### src/rtl/ctrl_encode_def.sv
// ---------------------------------------------------------------------------
// ctrl_encode_def
// Shared encodings for the pipeline hazard logic:
//   - md_state_e : mult/div occupancy FSM states (RUN, MD_WAIT)
//   - *_ON/*_OFF : polarity of each pipeline control line
//   - pipe_ctrl_t: bundle of the four pipeline controls, plus one constant
//                  per control mode (redirect, stall, fetch wait, run)
//   - src_hit    : "this source operand reads register dst" helper
// ---------------------------------------------------------------------------
package ctrl_encode_def;

    localparam int MD_CNT_W = 6;

    typedef enum logic {
        RUN     = 1'b0,
        MD_WAIT = 1'b1
    } md_state_e;

    localparam logic PC_WRITE_ON     = 1'b1;
    localparam logic PC_WRITE_OFF    = 1'b0;
    localparam logic IF_ID_WRITE_ON  = 1'b1;
    localparam logic IF_ID_WRITE_OFF = 1'b0;
    localparam logic IF_ID_FLUSH_ON  = 1'b1;
    localparam logic IF_ID_FLUSH_OFF = 1'b0;
    localparam logic ID_EX_FLUSH_ON  = 1'b1;
    localparam logic ID_EX_FLUSH_OFF = 1'b0;

    typedef struct packed {
        logic pc_write;
        logic if_id_write;
        logic if_id_flush;
        logic id_ex_flush;
    } pipe_ctrl_t;

    // Taken branch/jump: fetch the target, squash both younger instructions.
    localparam pipe_ctrl_t CTRL_REDIRECT = '{
        pc_write:    PC_WRITE_ON,
        if_id_write: IF_ID_WRITE_OFF,
        if_id_flush: IF_ID_FLUSH_ON,
        id_ex_flush: ID_EX_FLUSH_ON
    };

    // Data hazard: hold PC and IF/ID, insert a bubble into EX.
    localparam pipe_ctrl_t CTRL_STALL = '{
        pc_write:    PC_WRITE_OFF,
        if_id_write: IF_ID_WRITE_OFF,
        if_id_flush: IF_ID_FLUSH_OFF,
        id_ex_flush: ID_EX_FLUSH_ON
    };

    // Fetch not ready: hold PC, present a bubble in IF/ID instead.
    localparam pipe_ctrl_t CTRL_FETCH_WAIT = '{
        pc_write:    PC_WRITE_OFF,
        if_id_write: IF_ID_WRITE_OFF,
        if_id_flush: IF_ID_FLUSH_ON,
        id_ex_flush: ID_EX_FLUSH_OFF
    };

    localparam pipe_ctrl_t CTRL_RUN = '{
        pc_write:    PC_WRITE_ON,
        if_id_write: IF_ID_WRITE_ON,
        if_id_flush: IF_ID_FLUSH_OFF,
        id_ex_flush: ID_EX_FLUSH_OFF
    };

    function automatic logic src_hit(input logic uses, input logic [4:0] src,
                                     input logic [4:0] dst);
        return uses && (src == dst);
    endfunction

endpackage

### src/rtl/hazard_sequencer_md_timer.sv
// ---------------------------------------------------------------------------
// md_timer
// Mult/div occupancy tracker. A mult/div accepted on an edge keeps the unit
// busy for the following MD_LATENCY-1 cycles.
// Ports:
//   clk     in   clock, rising edge
//   reset   in   asynchronous, active-high reset
//   accept  in   mult/div accepted on this edge
//   md_busy out  unit occupied (registered, equals state==MD_WAIT)
// ---------------------------------------------------------------------------
module md_timer
    import ctrl_encode_def::*;
#(
    parameter int MD_LATENCY = 32
) (
    input  logic clk,
    input  logic reset,
    input  logic accept,
    output logic md_busy
);

    localparam logic [MD_CNT_W-1:0] MD_LOAD = MD_CNT_W'(MD_LATENCY - 1);

    md_state_e           state_q;
    logic [MD_CNT_W-1:0] md_cnt_q;
    logic                md_busy_q;

    always_ff @(posedge clk or posedge reset) begin
        if (reset) begin
            state_q   <= RUN;
            md_cnt_q  <= '0;
            md_busy_q <= 1'b0;
        end else begin
            case (state_q)
                RUN: begin
                    if (accept) begin
                        state_q   <= MD_WAIT;
                        md_cnt_q  <= MD_LOAD;
                        md_busy_q <= 1'b1;
                    end
                end
                MD_WAIT: begin
                    md_cnt_q <= md_cnt_q - MD_CNT_W'(1);
                    // Leaving on the edge where the count reads 1 gives
                    // exactly MD_LATENCY-1 busy cycles.
                    if (md_cnt_q == MD_CNT_W'(1)) begin
                        state_q   <= RUN;
                        md_busy_q <= 1'b0;
                    end
                end
                default: begin
                    state_q   <= RUN;
                    md_busy_q <= 1'b0;
                end
            endcase
        end
    end

    assign md_busy = md_busy_q;

endmodule

### src/rtl/hazard_sequencer.sv
// ---------------------------------------------------------------------------
// hazard_sequencer
// Pipeline hazard control for a 5-stage pipeline: load-use stalls, mult/div
// HI/LO occupancy stalls, branch redirect flushes and instruction fetch wait.
// Control priority: redirect > (load_use | md_conflict) > !imem_ready > run.
// Ports:
//   clk, reset                 clock / async active-high reset
//   id_rs, id_rt               ID source registers
//   id_uses_rs, id_uses_rt     ID instruction reads rs / rt
//   id_md_read                 ID instruction reads HI/LO
//   md_start                   ID instruction is mult/div
//   ex_mem_read, ex_rt         EX holds a load writing ex_rt
//   redirect                   taken branch/jump resolved in EX
//   imem_ready                 instruction memory data valid
//   pc_write, if_id_write,
//   if_id_flush, id_ex_flush   pipeline controls (combinational, 1 = active)
//   md_busy                    mult/div unit occupied
//   stall_cycles               saturating count of cycles with pc_write=0
// ---------------------------------------------------------------------------
module hazard_sequencer
    import ctrl_encode_def::*;
#(
    parameter int MD_LATENCY = 32,
    parameter int CNT_W      = 16
) (
    input  logic             clk,
    input  logic             reset,
    input  logic [4:0]       id_rs,
    input  logic [4:0]       id_rt,
    input  logic             id_uses_rs,
    input  logic             id_uses_rt,
    input  logic             id_md_read,
    input  logic             md_start,
    input  logic             ex_mem_read,
    input  logic [4:0]       ex_rt,
    input  logic             redirect,
    input  logic             imem_ready,
    output logic             pc_write,
    output logic             if_id_write,
    output logic             if_id_flush,
    output logic             id_ex_flush,
    output logic             md_busy,
    output logic [CNT_W-1:0] stall_cycles
);

    logic             load_use;
    logic             md_conflict;
    logic             md_accept;
    pipe_ctrl_t       ctrl;
    logic [CNT_W-1:0] stall_cnt_q;
    logic [CNT_W-1:0] stall_cnt_d;

    // r0 is hard-wired zero, so a load targeting it never creates a hazard.
    assign load_use = ex_mem_read && (ex_rt != 5'd0) &&
                      (src_hit(id_uses_rs, id_rs, ex_rt) ||
                       src_hit(id_uses_rt, id_rt, ex_rt));

    assign md_conflict = md_busy && (id_md_read || md_start);

    always_comb begin
        ctrl = CTRL_RUN;
        if (redirect) begin
            ctrl = CTRL_REDIRECT;
        end else if (load_use || md_conflict) begin
            ctrl = CTRL_STALL;
        end else if (!imem_ready) begin
            ctrl = CTRL_FETCH_WAIT;
        end
    end

    assign pc_write    = ctrl.pc_write;
    assign if_id_write = ctrl.if_id_write;
    assign if_id_flush = ctrl.if_id_flush;
    assign id_ex_flush = ctrl.id_ex_flush;

    // A mult/div squashed by a redirect or held by a load-use stall is not
    // started; one that is already running is never cancelled.
    assign md_accept = md_start && !redirect && !load_use && !md_busy;

    md_timer #(
        .MD_LATENCY(MD_LATENCY)
    ) u_md_timer (
        .clk    (clk),
        .reset  (reset),
        .accept (md_accept),
        .md_busy(md_busy)
    );

    always_comb begin
        stall_cnt_d = stall_cnt_q;
        if (!ctrl.pc_write && (stall_cnt_q != '1)) begin
            stall_cnt_d = stall_cnt_q + CNT_W'(1);
        end
    end

    always_ff @(posedge clk or posedge reset) begin
        if (reset) begin
            stall_cnt_q <= '0;
        end else begin
            stall_cnt_q <= stall_cnt_d;
        end
    end

    assign stall_cycles = stall_cnt_q;

endmodule
### config.mk
export PLATFORM = sky130hd
export DESIGN_NAME = hazard_sequencer
export DESIGN_NICKNAME = d
export VERILOG_FILES = /design/src/rtl/ctrl_encode_def.sv /design/src/rtl/hazard_sequencer_md_timer.sv /design/src/rtl/hazard_sequencer.sv
export SDC_FILE = /design/constraint.sdc
export NUM_CORES = 1
export LEC_CHECK = 0
export BUFFER_PORTS_ARGS = -buffer_cell sky130_fd_sc_hd__buf_2
export CAP_MARGIN = 20
export CORE_MARGIN = 4
export CORE_UTILIZATION = 50
export DETAILED_ROUTE_END_ITERATION = 8
export PLACE_DENSITY_LB_ADDON = 0.08
export SLEW_MARGIN = 20
export SYNTH_ARGS = -nofsm -noshare
export SYNTH_HDL_FRONTEND = slang
export SYNTH_SLANG_ARGS = --single-unit
### constraint.sdc
create_clock -name clk -period 2.4 [get_ports clk]
set_input_delay 0.24 -clock clk [delete_from_list [all_inputs] [get_ports clk]]
set_output_delay 0.24 -clock clk [all_outputs]
set_load 0.05 [all_outputs]
==> results.cfg, run 1 <==
[logic_synthesis]
ys_seq_area_share_pct = 42.7
ys_types = 35
yosys.area.top_type_share_pct = 42.7
synth_area_leaders = dfrtp_1, xnor2_1, nand4_1, nand2_1, nand3_1
synth_area_per_cell_sq_um = 9.56
synth_top_area_cell = dfrtp_1
synthCells = 147
async_reset_ff_share_pct = 100
syn_nets = 174
ys_warn_count = 0
syn-cell-area_sq_mm = 0.00141
ys.flop_type = dfrtp_1
synth_edf_count = 0
ys_seq_elements = 24

[clocking]
clock_path_buffers = 2
clk_pin_slew_ns = 0.14
cts_resized = 0
clk_root_buffer_cell = clkbuf_4
tritoncts = done
cts_hold_buf = 0
clock_sinks = 24
clk_latency_ns = 0.31
htree_levels = 1
cts_buffers = 3
post_cts_buffers = 0

[floorplan]
fp.dieW_um = 61.0
die_area_sq_mm = 0.00372
num_io_pins = 45
core_area_sq_mm = 0.00257
rows = 18
start_util_pct = 54.7
die_h_um = 61.0

[layout]
final_area_sq_mm = 0.00170
final_cells = 220
mostFrequentLayoutCells = buf_2, dfrtp_1, xnor2_1
final_layout_size_suffix_gt1_share_pct = 29.5
area_growth_pct = 20.8
final_common_cell = buf_2
nets = 218
diodes = 0
fill_cells = 213
fin_util_pct = 66.1

[global_routing]
track_usage_pct = 18.0
grt_pass1_vias = 1163
grt_max_degree = 25
antenna_found_initial = 0
grt_overflow = 0
grt_first_pass_wirelength_mm = 5.09

[drt]
routedWlPerCell_um = 13.6
drtIter0Drc = 72
final_antenna_net_count = 0
post-route-drc-count = 0
vias = 1197
routed_via_density = 5.44
wl_mm = 2.99
first_pass_iters = 4

[placed_design]
numPortBuffers = 44
dpl_cell_area_sq_mm = 0.00165
dp_cells = 216
hpwlAfterDp_mm = 2.32
globalplace.congestion = 0.814
place_ws_ns = 0.312

[timing]
finalSetupTns_ns = 0
worstMarginPinSlew_ns = 0.913
hold_violations = 0
max_freq_mhz = 482
min_period_ns = 2.08
setup_violations = 0
fin_worst_skew_ns = 0.0103
period_share_pct = 86.5
slew_headroom_pct = 39.1
slew_violations = 0
rsz0062_at_grt = no
hold_slack_ns = 0.0987
setup_ws_ns = 0.325

[worst_setup_path]
worst_path_max_delay_cell = or4_1
critPathRequiredTime_ns = 2.16
cp.arrival_ns = 1.84
crit_type = in -> out
end_kind = output pin
start_kind = primary input
crit_fanout = 20
crit_family = simple AND/OR/NAND/NOR gates
critPathBufInv = 2
path_common_cell = buf_2
cpPeakStageDelay_ns = 0.54
critical_path.cell_chain = buf_2 > or4_1 > o21a_1 > a21o_2 > nand2b_1 > buf_2

[power]
p_comb_share_pct = 35.3
p_seq_share_pct = 41.7
p_switching_mw = 0.503
sw_frac_of_total_pct = 39.7
vdd_drop_max_uv = 840
clkPwrFrac_pct = 23.0
total_power_mw = 1.27
cellLeakagePower_nw = 0.793
p_int_mw = 0.763
p_per_area_mw_per_mm2 = 746

[min_path]
hold_path.class = in -> async

[outcome]
outcome = completed

[flow_run]
maxCapViolCount = 0
==> kinds of logic (layout without fill, tap and decap cells) <==
| family | Yosys count | after routing | share of synthesized area, % |
|---|---|---|---|
| DFF | 24 | 24 | 42.7 |
| adders and majority gates | 3 | 3 | 2.67 |
| and+or+nand+nor | 62 | 62 | 24.5 |
| xor gates and xnor gates | 22 | 22 | 13.7 |
| AOI/OAI and AO/OA | 22 | 22 | 11.9 |
| buffers and inverters | 13 | 56 | 3.65 |
| muxes | 1 | 1 | 0.801 |
==> power groups by stage <==
| stage | registers, mW | logic [mW] | clock network [mW] |
|---|---|---|---|
| global placement | 0.530 | 0.437 | 0 |
| floorplan | 0.710 | 0.150 | 0 |
| finish | 0.528 | 0.447 | 0.291 |
| global route | 0.542 | 0.483 | 0.314 |
| CTS | 0.527 | 0.452 | 0.299 |
| detailed placement | 0.534 | 0.451 | 0 |
==> flip-flops by register name (all words and copies together) (netlist names) <==
signal,flops
stall_cycles,16
u_md_timer.md_busy,1
u_md_timer.md_cnt_q,6
u_md_timer.state_q,1
==> layer usage <==
metal / track usage, % / vias to the layer above / share of wire [%]
li1: - / 612 / -
met1: 24.9 / 554 / 47
met2: 29.0 / 29 / 47
met3: 2.94 / 2 / 5.7
met4: 5.88 / 0 / 0.64
met5: 0 / - / 0
==> final timing paths <==
| path | slack, ns | start | cells past startpoint | to |
|---|---|---|---|---|
| max in group asynchronous | 1.74 | reset | 2 | stall_cycles[12] |
| min | 0.1 | reset | 2 | stall_cycles[11] |
| max | 0.32 | ex_rt[1] | 6 | pc_write |
| max reg2reg | 0.49 | stall_cycles[0] | 7 | stall_cycles[1] |
| min in group clk | 0.36 | md_start | 5 | u_md_timer.md_busy |
| min reg2reg | 0.50 | stall_cycles[7] | 1 | stall_cycles[7] |
==> cell usage after synthesis, types with 2 or more instances <==
master / n
and3_1: 6
ha_1: 3
clkbuf_1: 4
xnor2_1: 21
nor3_1: 6
nand3_1: 8
o21a_1: 2
buf_2: 2
nand2b_1: 3
nand2_1: 11
nor4b_1: 2
dfrtp_1: 24
nor2_1: 7
a31oi_1: 3
nor2b_1: 2
a41oi_1: 2
a21oi_1: 7
nand4_1: 10
inv_1: 7
and4_1: 2
==> layout make-up <==
type,count,area [sq um],share of cell area (%)
timing repair buffer,45,228,13.4
sequential,24,601,35.4
clock inverter,1,30.0,1.77
tap,30,37.5,2.21
inverter,7,26.3,1.55
clock buffer,3,22.5,1.33
multi-input combinational,110,753,44.4
(Power assumes the default switching activity.)
==> run 2, diff against run 1 <==
==> constraint.sdc (replaced) <==
create_clock -name clk -period 2.06 [get_ports clk]
set_input_delay 0.206 -clock clk [delete_from_list [all_inputs] [get_ports clk]]
set_output_delay 0.206 -clock clk [all_outputs]
set_load 0.05 [all_outputs]
==> results.cfg, run 2 (synthesis results as in run 1) <==
[layout]
nets = 222
final_area_sq_mm = 0.00174
mostFrequentLayoutCells = buf_2, dfrtp_1, xnor2_1
final_layout_size_suffix_gt1_share_pct = 31.4
diodes = 0
fin_util_pct = 67.6
area_growth_pct = 23.5
largest_reg_flops = 16
fill_cells = 219
final_common_cell = buf_2
multi_input_area_sq_um = 753
ff_latch_area_sq_um = 603

[placed_design]
dpl_cell_area_sq_mm = 0.00167
hpwlAfterDp_mm = 2.55
globalplace.congestion = 0.813
numPortBuffers = 44

[timing]
min_period_ns = 1.89
max_freq_mhz = 529
slew_violations = 0
setup_violations = 0
finalSetupTns_ns = 0
worstMarginPinSlew_ns = 0.418
slew_headroom_pct = 72.1
fin_worst_skew_ns = 0.00597
period_share_pct = 91.8
hold_violations = 0
rsz0062_at_grt = no

[global_routing]
antenna_found_initial = 0
use_met1_pct = 23.4
grt_first_pass_wirelength_mm = 5.43
met2_usage_pct = 35.7
top_usage_layer = met2
use_met3_pct = 3.98
grt_overflow = 0
grt_pass1_vias = 1219
grt_max_degree = 25
track_usage_pct = 19.9

[drt]
post-route-drc-count = 0
wl_mm = 3.35
final_antenna_net_count = 0
routedWlPerCell_um = 15.0
first_pass_iters = 4
routed_via_density = 5.73
drtIter0Drc = 55
vias = 1284

[floorplan]
die_area_sq_mm = 0.00372
start_util_pct = 54.7
num_io_pins = 45
fp.dieW_um = 61.0
core_area_sq_mm = 0.00257
rows = 18
die_h_um = 61.0

[worst_setup_path]
critPathBufInv = 0
end_kind = flip-flop
cpPeakStageDelay_ns = 0.46
crit_family = simple AND/OR/NAND/NOR gates
crit_type = reg -> reg
reg2reg_depth = 6
crit_fanout = 6
worst-path-stages = 6
cp.arrival_ns = 2.14
start_kind = flip-flop
critPathRequiredTime_ns = 2.31
worst_path_max_delay_cell = dfrtp_1
critical_path.cell_chain = and4_1 > and3_1 > nand2_1 > nor4b_1 > a21oi_1 > a41oi_1

[clocking]
tritoncts = done
htree_levels = 1
clock_path_buffers = 2
cts_buffers = 3
clock_sinks = 24
clk_pin_slew_ns = 0.14
clk_latency_ns = 0.33
clk_root_buffer_cell = clkbuf_4

[min_path]
holdPathStages = 5
hold_path.class = in -> reg

[flow_run]
maxCapViolCount = 0

[power]
p_per_area_mw_per_mm2 = 858
cellLeakagePower_nw = 0.809
vdd_drop_max_uv = 866

[outcome]
outcome = completed
[run 2: cell count changes in the layout (fill, tap and decap cells not counted)]
cell | previous run | this run
buf_4 | 1 | 4
dlygate4sd3_1 | 0 | 1
dfrtp_1 | 24 | 22
clkbuf_4 | 3 | 4
buf_2 | 44 | 43
dfrtp_2 | 0 | 2
[run 2: through the flow]
stage	hold slack, ns	instances	total power [mW]	setup WS (ns)
floorplan	0.220	147	1.01	0.0793
global placement	0.260	219	1.14	0.143
detailed placement	0.270	219	1.15	0.103
CTS	0.304	224	1.50	0.153
global route	0.277	224	1.58	0.000713
finish	0.317	224	1.49	0.169
[run 2: layout make-up]
type	count	area share, %
Multi-Input combinational cell	110	43.4
Sequential cell	24	34.8
Timing Repair Buffer	49	15.1
Tap cell	30	2.16
Clock inverter	1	1.73
Inverter	7	1.51
Clock buffer	3	1.30
[run 2: power by group]
| part | total (mW) | switching (mW) | internal, mW | leakage [nW] |
|---|---|---|---|---|
| sequential | 0.620 | 0.0805 | 0.540 | 0.297 |
| clock | 0.347 | 0.150 | 0.197 | 0.0279 |
| combinational | 0.522 | 0.360 | 0.161 | 0.485 |
| total | 1.49 | 0.591 | 0.898 | 0.809 |
[run 2: final timing paths]
path,startpoint,end,slack (ns)
setup / recovery,stall_cycles[4],stall_cycles[13],0.17
hold / removal,md_start,u_md_timer.md_cnt_q[3],0.32
setup reg to reg,stall_cycles[4],stall_cycles[13],0.17
hold reg to reg,stall_cycles[7],stall_cycles[7],0.51
max in group asynchronous,reset,stall_cycles[0],1.36
min in group asynchronous,reset,stall_cycles[1],0.45
[run 2: what timing repair did]
action / CTS / global route
hold endpoints to repair: 24 / 0
buffers inserted: 0 / 0
hold buffers: 1 / 0
gates resized for setup: 0 / 1
setup endpoints to repair: 0 / 1
[run 2: routing by layer]
layer | vias up | part of all wire [%]
met3 | 5 | 6.1
li1 | 623 | -
met5 | - | 0
met4 | 0 | 1.3
met2 | 45 | 51
met1 | 611 | 41
[run 2: tightest hold or removal path, delay by kind of cell]
kind / cells / cell delay (ns)
AOI/OAI and AO/OA: 2 / 0.12
buffers and inverters: 2 / 0.20
and+or+nand+nor: 1 / 0.10
